==> src/rtl/xor_logic_pipe.sv <==
// xor_logic_pipe: selectable bitwise op unit (with XOR accumulator) feeding a
// STAGES-deep elastic valid/ready pipeline and an output transfer counter.
module xor_logic_pipe #(
   parameter int unsigned WIDTH  = 4,
   parameter int unsigned STAGES = 2,
   parameter int unsigned CNT_W  = 16
) (
   input  logic             clk,
   input  logic             reset,
   input  logic             in_valid,
   output logic             in_ready,
   input  logic [WIDTH-1:0] a,
   input  logic [WIDTH-1:0] b,
   input  logic [2:0]       op,
   output logic             out_valid,
   input  logic             out_ready,
   output logic [WIDTH-1:0] y,
   output logic [WIDTH-1:0] acc,
   output logic [CNT_W-1:0] tx_count
);

   localparam logic [2:0] OP_XOR  = 3'd0;
   localparam logic [2:0] OP_AND  = 3'd1;
   localparam logic [2:0] OP_OR   = 3'd2;
   localparam logic [2:0] OP_XNOR = 3'd3;
   localparam logic [2:0] OP_NAND = 3'd4;
   localparam logic [2:0] OP_NOR  = 3'd5;
   localparam logic [2:0] OP_ACCX = 3'd6;
   localparam logic [2:0] OP_ACCC = 3'd7;

   logic [STAGES-1:0] rdy;
   logic [STAGES-1:0] vld;
   logic [WIDTH-1:0]  data [STAGES];
   logic [WIDTH-1:0]  res;
   logic [WIDTH-1:0]  acc_nxt;
   logic              rdy_chain;
   logic              in_fire;
   logic              out_fire;

   // Ready chain: a stage can take a beat if it is empty or its beat moves on
   always_comb begin
      rdy       = '0;
      rdy_chain = out_ready;
      for (int i = int'(STAGES) - 1; i >= 0; i--) begin
         rdy_chain = !vld[i] || rdy_chain;
         rdy[i]    = rdy_chain;
      end
   end

   assign in_ready  = rdy[0];
   assign in_fire   = in_valid && rdy[0];
   assign out_valid = vld[STAGES-1];
   assign y         = data[STAGES-1];
   assign out_fire  = vld[STAGES-1] && out_ready;

   // Operation select and next accumulator value for the incoming beat
   always_comb begin
      res     = '0;
      acc_nxt = acc;
      case (op)
         OP_XOR:  res = a ^ b;
         OP_AND:  res = a & b;
         OP_OR:   res = a | b;
         OP_XNOR: res = ~(a ^ b);
         OP_NAND: res = ~(a & b);
         OP_NOR:  res = ~(a | b);
         OP_ACCX: begin
            acc_nxt = acc ^ a ^ b;
            res     = acc ^ a ^ b;
         end
         OP_ACCC: begin
            acc_nxt = '0;
            res     = '0;
         end
         default: res = '0;
      endcase
   end

   // Pipeline stages: stage 0 takes new beats, later stages take from upstream
   always_ff @(posedge clk or negedge reset) begin
      if (!reset) begin
         vld <= '0;
         for (int i = 0; i < int'(STAGES); i++) begin
            data[i] <= '0;
         end
      end else begin
         if (rdy[0]) begin
            vld[0] <= in_valid;
            if (in_valid) begin
               data[0] <= res;
            end
         end
         for (int i = 1; i < int'(STAGES); i++) begin
            if (rdy[i]) begin
               vld[i] <= vld[i-1];
               if (vld[i-1]) begin
                  data[i] <= data[i-1];
               end
            end
         end
      end
   end

   // Accumulator only moves on an accepted beat
   always_ff @(posedge clk or negedge reset) begin
      if (!reset) begin
         acc <= '0;
      end else if (in_fire) begin
         acc <= acc_nxt;
      end
   end

   // Output transfer counter, wraps naturally
   always_ff @(posedge clk or negedge reset) begin
      if (!reset) begin
         tx_count <= '0;
      end else if (out_fire) begin
         tx_count <= tx_count + CNT_W'(1);
      end
   end

endmodule

==> config.mk <==
export PLATFORM = sky130hd
export DESIGN_NAME = xor_logic_pipe
export DESIGN_NICKNAME = d
export VERILOG_FILES = /design/src/rtl/xor_logic_pipe.sv
export SDC_FILE = /design/constraint.sdc
export NUM_CORES = 1
export LEC_CHECK = 0
export ABC_AREA = 0
export BUFFER_PORTS_ARGS = -buffer_cell sky130_fd_sc_hd__buf_2
export CORE_MARGIN = 2
export CORE_UTILIZATION = 48
export CTS_CLUSTER_DIAMETER = 120
export DETAILED_ROUTE_END_ITERATION = 12
export PLACE_DENSITY = 0.73
export SLEW_MARGIN = 30
export SYNTH_ARGS = -nofsm -noshare
export SYNTH_HDL_FRONTEND = slang
export SYNTH_SLANG_ARGS = --single-unit
export TNS_END_PERCENT = 20
==> constraint.sdc <==
create_clock -name clk -period 1.12 [get_ports clk]
set_input_delay 0.112 -clock clk [delete_from_list [all_inputs] [get_ports clk]]
set_output_delay 0.112 -clock clk [all_outputs]
set_load 0.05 [all_outputs]
==> flow_summary_export.csv, run 1 <==
group,metric,value,unit
run_status,outcome,"finished, violations left",
run_status,violations,"setup timing",
floorplan,core,0.00361,mm2
cells_and_area,diodes,0,
worst_setup_path,r2r_cells,4,
sta,rsz0062_at_grt,"true",
global_routing,gr-total-overflow,0,
worst_setup_path,cp_cell_sequence,"nand3b_4 > nand4_4 > nor4_4 > a221o_1",
place,post-dp-hpwl,2910,um
cells_and_area,final_common_cell,"buf_4",
floorplan,io_pins,41,
detailed_routing,route.final.wire_length,3940,um
power_and_ir_drop,p_leak,0.00119,uW
sta,fin_ws,-0.139,ns
place,portBuffers,40,
cells_and_area,drive_gt1_frac,0.509,
sta,finClkSkew,0.00403,ns
synth,synth_ff_type,"dfrtp_1",
worst_setup_path,required,1.34,ns
sta,fin_setup_tns,-1.49,ns
detailed_routing,via_count,1487,
clocking,cts.sinks,30,
detailed_routing,routed_via_density,5.27,
floorplan,die_x,64.6,um
worst_setup_path,max_stage_delay,0.45,ns
synth,ys_ff_latch,30,
detailed_routing,first_pass_iters,4,
global_routing,grt_pass1_wl,6440,um
global_routing,grt_pass1_vias,1474,
worst_setup_path,reg2reg_slack,-0.14,ns
floorplan,dieHeight,64.6,um
sta,slew_violations,0,
worst_setup_path,r2r_end,"acc[0]",
power_and_ir_drop,max-vdd-ir-drop,0.00111,V
cells_and_area,fillers,262,
clocking,path_clk_slew,0.06,ns
synth,yosysWarnings,0,
global_routing,track_usage,0.205,
place,gp_congestion,0.825,
sta,hold_violations,0,
detailed_routing,drt_iter0_drc,67,
synth,synth_nets,189,
worst_setup_path,r2r-start,"vld[1]",
detailed_routing,antenna_left,0,
worst_setup_path,cp.arrival,1.47,ns
sta,relSlewSlack,0.643,
synth,syn_area,0.00176,mm2
cells_and_area,fin_area,0.00254,mm2
synth,syn_inst,165,
place,placed_cell_area,0.00221,mm2
worst_setup_path,crit_slowest_cell,"dfrtp_2",
detailed_routing,wl_per_cell,14.0,um
clocking,insertion_delay,0.29,ns
worst_setup_path,cp-start-kind,"flop",
min_path,hold_path_depth,3,
clocking,tritoncts,"done",
run,maxCapViolations,0,
floorplan,rows,22,
cells_and_area,final_cell_mix,"buf_4, buf_2, dfrtp_1",
global_routing,antenna_found_initial,0,
sta,timing.fmax,0.794,GHz
floorplan,die_area,0.00417,mm2
floorplan,start_util,0.489,
sta,final.min_clock_period,1.26,ns
synth,syn_area_per_cell,10.7,um2
worst_setup_path,path_max_fanout,7,
clocking,numCtsBuffers,5,
sta,post-route-period-util,1.12,
worst_setup_path,cp-endpoint,"acc[0]",
detailed_routing,drc,0,
synth,synth-edff-count,0,
synth,synthArstFlopShare,1.00,
synth,yosysUniqueCellTypes,38,
min_path,min_path_type,"in -> reg",
sta,setup_viol_count_final,20,
clocking,clockBufferDepth,2,
power_and_ir_drop,powerDensity,1890,mW/mm2
cells_and_area,area_growth,44.4,%
worst_setup_path,path_class,"reg -> reg",
global_routing,grt_max_degree,31,
sta,worst_pin_slew,0.532,ns
synth,ys_seq_area_frac,0.426,
clocking,ctsRootBufferMaster,"clkbuf_8",
worst_setup_path,critPathCaptureType,"flop",
worst_setup_path,crit_path_start,"vld[1]",
cells_and_area,layout.nets,257,
clocking,cts_max_level,2,
## cell families (layout without fill, tap and decap cells)
family,count (synthesis),after routing,synth area share
AND/OR/NAND/NOR,52,52,0.176
flip-flops,30,30,0.426
AO/OA/AOI/OAI,27,27,0.123
XOR/XNOR,22,22,0.117
buffers and inverters,20,89,0.0617
adder cells (fa/ha/maj),9,9,0.0639
multiplexers,5,5,0.0319
## metrics by stage
stage	setup slack [ns]	hold WS (ns)	total power [uW]	utilization	std cells
final	-0.139	0.139	4800	0.706	282
after CTS	-0.124	0.129	4750	0.690	281
after global routing	-0.203	0.161	5030	0.706	282
after floorplan	-0.320	-0.184	2850	-	165
after detailed placement	-0.135	0.140	3420	0.614	271
after global placement	-0.0806	0.134	3350	0.614	271
## cell type report
cell class	instances	area, um2	area share
Sequential cell	30	767	0.301
Clock inverter	3	40.0	0.0157
Clock buffer	5	68.8	0.0270
Tap cell	48	60.1	0.0236
Multi-Input combinational cell	115	1010	0.399
Timing Repair Buffer	70	553	0.217
Inverter	11	41.3	0.0162
## critical path, delay by kind of cell, from the launching register on
kind,cells,cell delay (ns)
DFF,1,0.45
and+or+nand+nor,3,0.58
AOI/OAI and AO/OA,1,0.16
## repair_timing
action / 4_1_cts / 5_1_grt
buffers inserted: 1 / 1
hold buffers: 1 / 0
hold endpoints to repair: 30 / 0
pin swaps: 16 / 8
gates resized for setup: 44 / 12
endpoints found under the setup margin: 38 / 39
## flip-flops by register name (all words and copies together) (netlist names)
| register | flops |
|---|---|
| vld | 2 |
| data | 4 |
| acc | 4 |
| y | 4 |
| tx_count | 16 |
## layer usage
metal / routed length, um / vias to the layer above / GRT usage
met5: 0 / - / 0
met3: 167 / 8 / 0.0573
met1: 1500 / 719 / 0.215
met4: 85 / 0 / 0.0931
met2: 2180 / 41 / 0.379
li1: - / 719 / -
## synthesized netlist by cell type (2+ instances only)
library cell  count  area share
a221o_1           3       0.017
mux2_2            5       0.032
buf_6             2       0.013
xor2_1            5       0.025
dfrtp_1          30        0.43
inv_1            11       0.023
nor4_1            4       0.014
nand3_1           4       0.011
o22ai_1           4       0.014
a22oi_1           3       0.013
and4_4            2       0.013
o41ai_1           3       0.015
xnor2_1          16       0.079
nor2b_1           4       0.014
o22a_1            3       0.015
o21ai_0           3      0.0085
nand4_1           4       0.014
ha_1              9       0.064
a221oi_1          3       0.015
nor2_2            2      0.0071
nand2b_1          3       0.011
buf_2             3      0.0085
buf_4             4       0.017
nor2_1            8       0.017
nand2_1          14       0.030
## how the worst min path moves through the flow
stage               endpoint  startpoint  slack (ns)
floorplan             acc[0]       reset       -0.18
global placement      acc[1]       reset        0.13
detailed placement    acc[1]       reset        0.14
CTS                   vld[0]    in_valid        0.13
global route          vld[0]    in_valid        0.16
finish                vld[0]    in_valid        0.14
## report_power, final
part / total (uW) / internal (uW) / switching (uW)
combinational: 2200 / 885 / 1320
clock: 1060 / 653 / 411
sequential: 1540 / 1340 / 199
total: 4800 / 2880 / 1930
(Power assumes the default switching activity.)
==> inputs of run 2 (changes only) <==
CORE_UTILIZATION = 50   (was 48)
CTS_BUF_LIST = sky130_fd_sc_hd__clkbuf_8   (was unset)
PLACE_DENSITY = 0.76   (was 0.73)
==> run 2 against run 1 <==
  * The run still ends with setup timing left
  * Hold slack improved by 0.018 ns
  * Critical endpoint is now tx_count[9]
  * Clock power down 15%
  * Critical path depth is the same
  * Worst setup slack got worse by 0.00053 ns
  * Non-clock buffer count decreased by 2
  * Power shrank 3.1%
==> flow_summary_export.csv, run 2 (synthesis results as in run 1) <==
group,metric,value,unit
sta,slew_violations,0,
cells_and_area,fillers,243,
worst_setup_path,critPathCaptureType,"flop",
min_path,min_path_type,"in -> reg",
worst_setup_path,path_max_fanout,5,
floorplan,dieHeight,63.4,um
floorplan,die_x,63.4,um
floorplan,core,0.00336,mm2
sta,worst_pin_slew,0.397,ns
sta,final.min_clock_period,1.26,ns
min_path,hold_path_depth,3,
min_path,min_from,"out_ready",
worst_setup_path,path_class,"reg -> reg",
place,post-dp-hpwl,3000,um
power_and_ir_drop,max-vdd-ir-drop,0.000738,V
worst_setup_path,r2r-start,"tx_count[5]",
cells_and_area,multiInputGateArea,0.00100,mm2
sta,rsz0062_at_grt,"true",
detailed_routing,antenna_left,0,
clocking,tritoncts,"done",
cells_and_area,diodes,0,
min_path,holdPathEnd,"tx_count[0]",
sta,timing.fmax,0.794,GHz
clocking,cts_max_level,2,
detailed_routing,drt_iter0_drc,79,
sta,holdWs,0.158,ns
sta,fin_ws,-0.140,ns
clocking,ctsRootBufferMaster,"clkbuf_8",
global_routing,track_usage,0.225,
sta,post-route-period-util,1.12,
floorplan,start_util,0.524,
worst_setup_path,cp.arrival,1.43,ns
run_status,outcome,"finished, violations left",
floorplan,die_area,0.00402,mm2
floorplan,rows,21,
detailed_routing,drc,0,
clocking,path_clk_slew,0.07,ns
cells_and_area,regMostFlops,"tx_count",
power_and_ir_drop,powerDensity,1860,mW/mm2
global_routing,grt_max_degree,19,
detailed_routing,route.final.wire_length,4070,um
cells_and_area,area_growth,42.2,%
sta,setup_viol_count_final,25,
detailed_routing,routed_via_density,5.39,
place,portBuffers,40,
clocking,numCtsBuffers,5,
run,maxCapViolations,0,
worst_setup_path,r2r_cells,4,
global_routing,antenna_found_initial,0,
cells_and_area,layout.nets,255,
sta,fin_setup_tns,-1.74,ns
clocking,cts.sinks,30,
sta,finClkSkew,0.00357,ns
worst_setup_path,cp-start-kind,"flop",
detailed_routing,via_count,1498,
clocking,clockBufferDepth,2,
run_status,violations,"setup timing",
worst_setup_path,reg2reg_slack,-0.14,ns
place,gp_congestion,0.786,
global_routing,grt_pass1_vias,1572,
cells_and_area,final_common_cell,"buf_4",
worst_setup_path,required,1.29,ns
cells_and_area,final_cell_mix,"buf_4, buf_2, dfrtp_1",
global_routing,grt_pass1_wl,7100,um
cells_and_area,drive_gt1_frac,0.491,
detailed_routing,first_pass_iters,4,
place,placed_cell_area,0.00220,mm2
worst_setup_path,r2r_end,"tx_count[9]",
sta,relSlewSlack,0.735,
cells_and_area,finish.utilization,0.746,
clocking,insertion_delay,0.28,ns
power_and_ir_drop,p_leak,0.00117,uW
cells_and_area,largest_reg_flops,16,
detailed_routing,wl_per_cell,14.6,um
sta,hold_violations,0,
cells_and_area,register_area,764,um2
floorplan,io_pins,41,
cells_and_area,fin_area,0.00251,mm2
global_routing,gr-total-overflow,0,
[run 2: cell types whose count changed in the layout (fill, tap and decap cells not counted), moves of 2 or more]
cell	before	now
dfrtp_1	17	19
nor4_4	2	0
buf_4	29	26
dfrtp_2	13	11
clkbuf_4	1	3
nand3_2	2	0
[run 2: how the worst max path moves through the flow]
stage / slack (ns) / endpoint / start
after floorplan: -0.32 / tx_count[15] / tx_count[6]
after global placement: -0.08 / tx_count[8] / tx_count[0]
after detailed placement: -0.17 / data[5] / a[1]
after CTS: -0.13 / tx_count[9] / tx_count[2]
after global routing: -0.22 / tx_count[9] / tx_count[5]
final: -0.14 / tx_count[9] / tx_count[5]
[run 2: area by class of cell]
type,instances,area share
Clock buffer,6,0.0329
Timing Repair Buffer,68,0.218
Inverter,11,0.0165
Sequential cell,30,0.305
Tap cell,46,0.0230
Multi-Input combinational cell,115,0.400
Clock inverter,2,0.00499
[run 2: critical path, cell delays in order, from the launching register on]
cell	delay [ns]
dfrtp_2	0.36
nand4_1	0.24
nor2_4	0.26
nand4_1	0.14
xnor2_1	0.15
[run 2: routing by layer]
layer | vias to the layer above | global-route usage | routed length [um]
met5 | - | 0 | 0
met4 | 0 | 0.0870 | 60
met3 | 5 | 0.0446 | 158
met2 | 39 | 0.400 | 2180
met1 | 736 | 0.266 | 1670
li1 | 718 | - | -
[run 2: per-stage QoR]
step	total power [uW]	worst slack, ns	std cells
6_report	4660	-0.140	278
5_1_grt	4890	-0.216	278
4_1_cts	4570	-0.134	278
3_5_place_dp	3410	-0.170	266
3_3_place_gp	3320	-0.0767	266
2_1_floorplan	2850	-0.320	165
[run 2: report_power, final]
| group | total, uW | internal [uW] | switching [uW] | leakage [uW] |
|---|---|---|---|---|
| Combinational | 2210 | 887 | 1320 | 0.000762 |
| Sequential | 1540 | 1340 | 208 | 0.000365 |
| Clock | 906 | 493 | 413 | 0.0000472 |
| Total | 4660 | 2720 | 1940 | 0.00117 |
[run 2: repair_timing]
item                                   4_1_cts  5_1_grt
setup buffers                                3        0
endpoints found under the hold margin       15        0
hold buffers                                 1        0
resized for setup                           34       20
setup endpoints to repair                   36       43
pin swaps                                    9       12
==> inputs of run 3 (changes only) <==
SKIP_CTS_REPAIR_TIMING = 1   (was unset)
==> run 3 against run 2 <==
  * The flow still finishes with violations (setup timing)
  * Wire length down 2.7%
  * Fmax is 0.51% lower
  * Sequential power barely moved
  * Critical path depth down 1
  * Global-route usage down 1.1 points
  * Register-to-register slack barely moved
  * Hold slack lost 0.0053 ns
  * Power shrank 4.7%
  * Critical endpoint is now in_ready
==> flow_summary_export.csv, run 3 (synthesis results as in run 1) <==
group,metric,value,unit
run_status,violations,"setup timing",
worst_setup_path,crit_slowest_cell,"dfrtp_1",
sta,fin_setup_tns,-1.85,ns
worst_setup_path,cp.arrival,1.15,ns
sta,post-route-period-util,1.13,
clocking,numCtsBuffers,5,
cells_and_area,largest_reg_flops,16,
worst_setup_path,crit_family,"flip-flops",
cells_and_area,fillers,258,
clocking,cts_max_level,2,
floorplan,die_area,0.00402,mm2
clocking,cts.sinks,30,
floorplan,die_x,63.4,um
sta,hold_violations,0,
sta,worst_pin_slew,0.398,ns
place,post-dp-hpwl,3000,um
cells_and_area,diodes,0,
global_routing,grt_max_degree,19,
floorplan,io_pins,41,
place,gp_congestion,0.786,
global_routing,track_usage,0.214,
floorplan,dieHeight,63.4,um
global_routing,grt_pass1_vias,1559,
global_routing,antenna_found_initial,0,
worst_setup_path,r2r_cells,5,
cells_and_area,regMostFlops,"tx_count",
detailed_routing,via_count,1477,
clocking,insertion_delay,0.28,ns
floorplan,rows,21,
sta,setup_viol_count_final,33,
cells_and_area,area_growth,38.7,%
detailed_routing,antenna_left,0,
detailed_routing,wl_per_cell,14.2,um
run_status,outcome,"finished, violations left",
worst_setup_path,crit_cells,3,
cells_and_area,layout.nets,255,
detailed_routing,first_pass_iters,4,
power_and_ir_drop,powerDensity,1810,mW/mm2
cells_and_area,drive_gt1_frac,0.496,
run,maxCapViolations,0,
min_path,hold_path_depth,3,
sta,timing.fmax,0.790,GHz
cells_and_area,final_common_cell,"buf_2",
worst_setup_path,cp_cell_sequence,"nand3b_4 > buf_4 > buf_6",
sta,fin_ws,-0.146,ns
worst_setup_path,path_class,"reg -> out",
worst_setup_path,critPathCaptureType,"primary output",
sta,finClkSkew,0.00170,ns
global_routing,gr-total-overflow,0,
worst_setup_path,crit_buf_inv,2,
detailed_routing,drc,0,
floorplan,core,0.00336,mm2
worst_setup_path,max_stage_delay,0.41,ns
global_routing,grt_pass1_wl,6730,um
sta,final.min_clock_period,1.27,ns
clocking,clockBufferDepth,2,
clocking,tritoncts,"done",
sta,rsz0062_at_grt,"true",
clocking,path_clk_slew,0.06,ns
sta,holdWs,0.152,ns
min_path,min_path_type,"in -> reg",
detailed_routing,drt_iter0_drc,105,
worst_setup_path,path_max_fanout,5,
floorplan,start_util,0.524,
worst_setup_path,cp-start-kind,"flop",
place,portBuffers,40,
detailed_routing,route.final.wire_length,3960,um
cells_and_area,final_cell_mix,"buf_2, buf_4, dfrtp_1",
clocking,ctsRootBufferMaster,"clkbuf_8",
sta,relSlewSlack,0.735,
sta,slew_violations,0,
power_and_ir_drop,p_leak,0.00117,uW
worst_setup_path,required,1.01,ns
detailed_routing,routed_via_density,5.31,
power_and_ir_drop,max-vdd-ir-drop,0.000733,V
[run 3: tightest hold or removal path, cell delays in order]
cell and delay (ns):
buf_2 0.15, nand2_4 0.08, xnor2_1 0.06
[run 3: path summary, 6_finish.rpt]
kind                               from           end  slack (ns)
min in group asynchronous         reset   tx_count[4]        0.29
min                           out_ready   tx_count[0]        0.15
max reg2reg                 tx_count[1]   tx_count[8]       -0.15
min reg2reg                tx_count[15]  tx_count[15]        0.47
max                              vld[0]      in_ready       -0.15
max in group asynchronous         reset        vld[1]        0.42
[run 3: cell type report]
class | count | area (um2) | area share
multi-input combinational | 115 | 1010 | 0.412
tap | 46 | 57.6 | 0.0235
timing repair buffer | 68 | 479 | 0.196
clock inverter | 2 | 12.5 | 0.00512
inverter | 11 | 41.3 | 0.0169
sequential | 30 | 764 | 0.313
clock buffer | 6 | 82.6 | 0.0338
[run 3: report_power, final]
group | total, uW | switching, uW | internal [uW]
Sequential | 1530 | 198 | 1340
Clock | 906 | 413 | 493
Combinational | 2000 | 1270 | 722
Total | 4440 | 1890 | 2550
[run 3: metal layers]
metal	wire, um	vias up	global-route usage
met5	0	-	0
met4	67	0	0.0951
met3	194	5	0.0536
met2	2110	39	0.386
met1	1590	717	0.236
li1	-	716	-
[run 3: through the flow]
| step | instance area (um2) | worst slack (ns) | total power (uW) | utilization | cells |
|---|---|---|---|---|---|
| finish | 2440 | -0.146 | 4440 | 0.727 | 278 |
| global route | 2440 | -0.196 | 4670 | 0.727 | 278 |
| CTS | 2300 | -0.258 | 4320 | 0.683 | 274 |
| detailed placement | 2200 | -0.170 | 3410 | 0.655 | 266 |
| global placement | 2200 | -0.0767 | 3320 | 0.655 | 266 |
| floorplan | 1810 | -0.320 | 2850 | - | 165 |
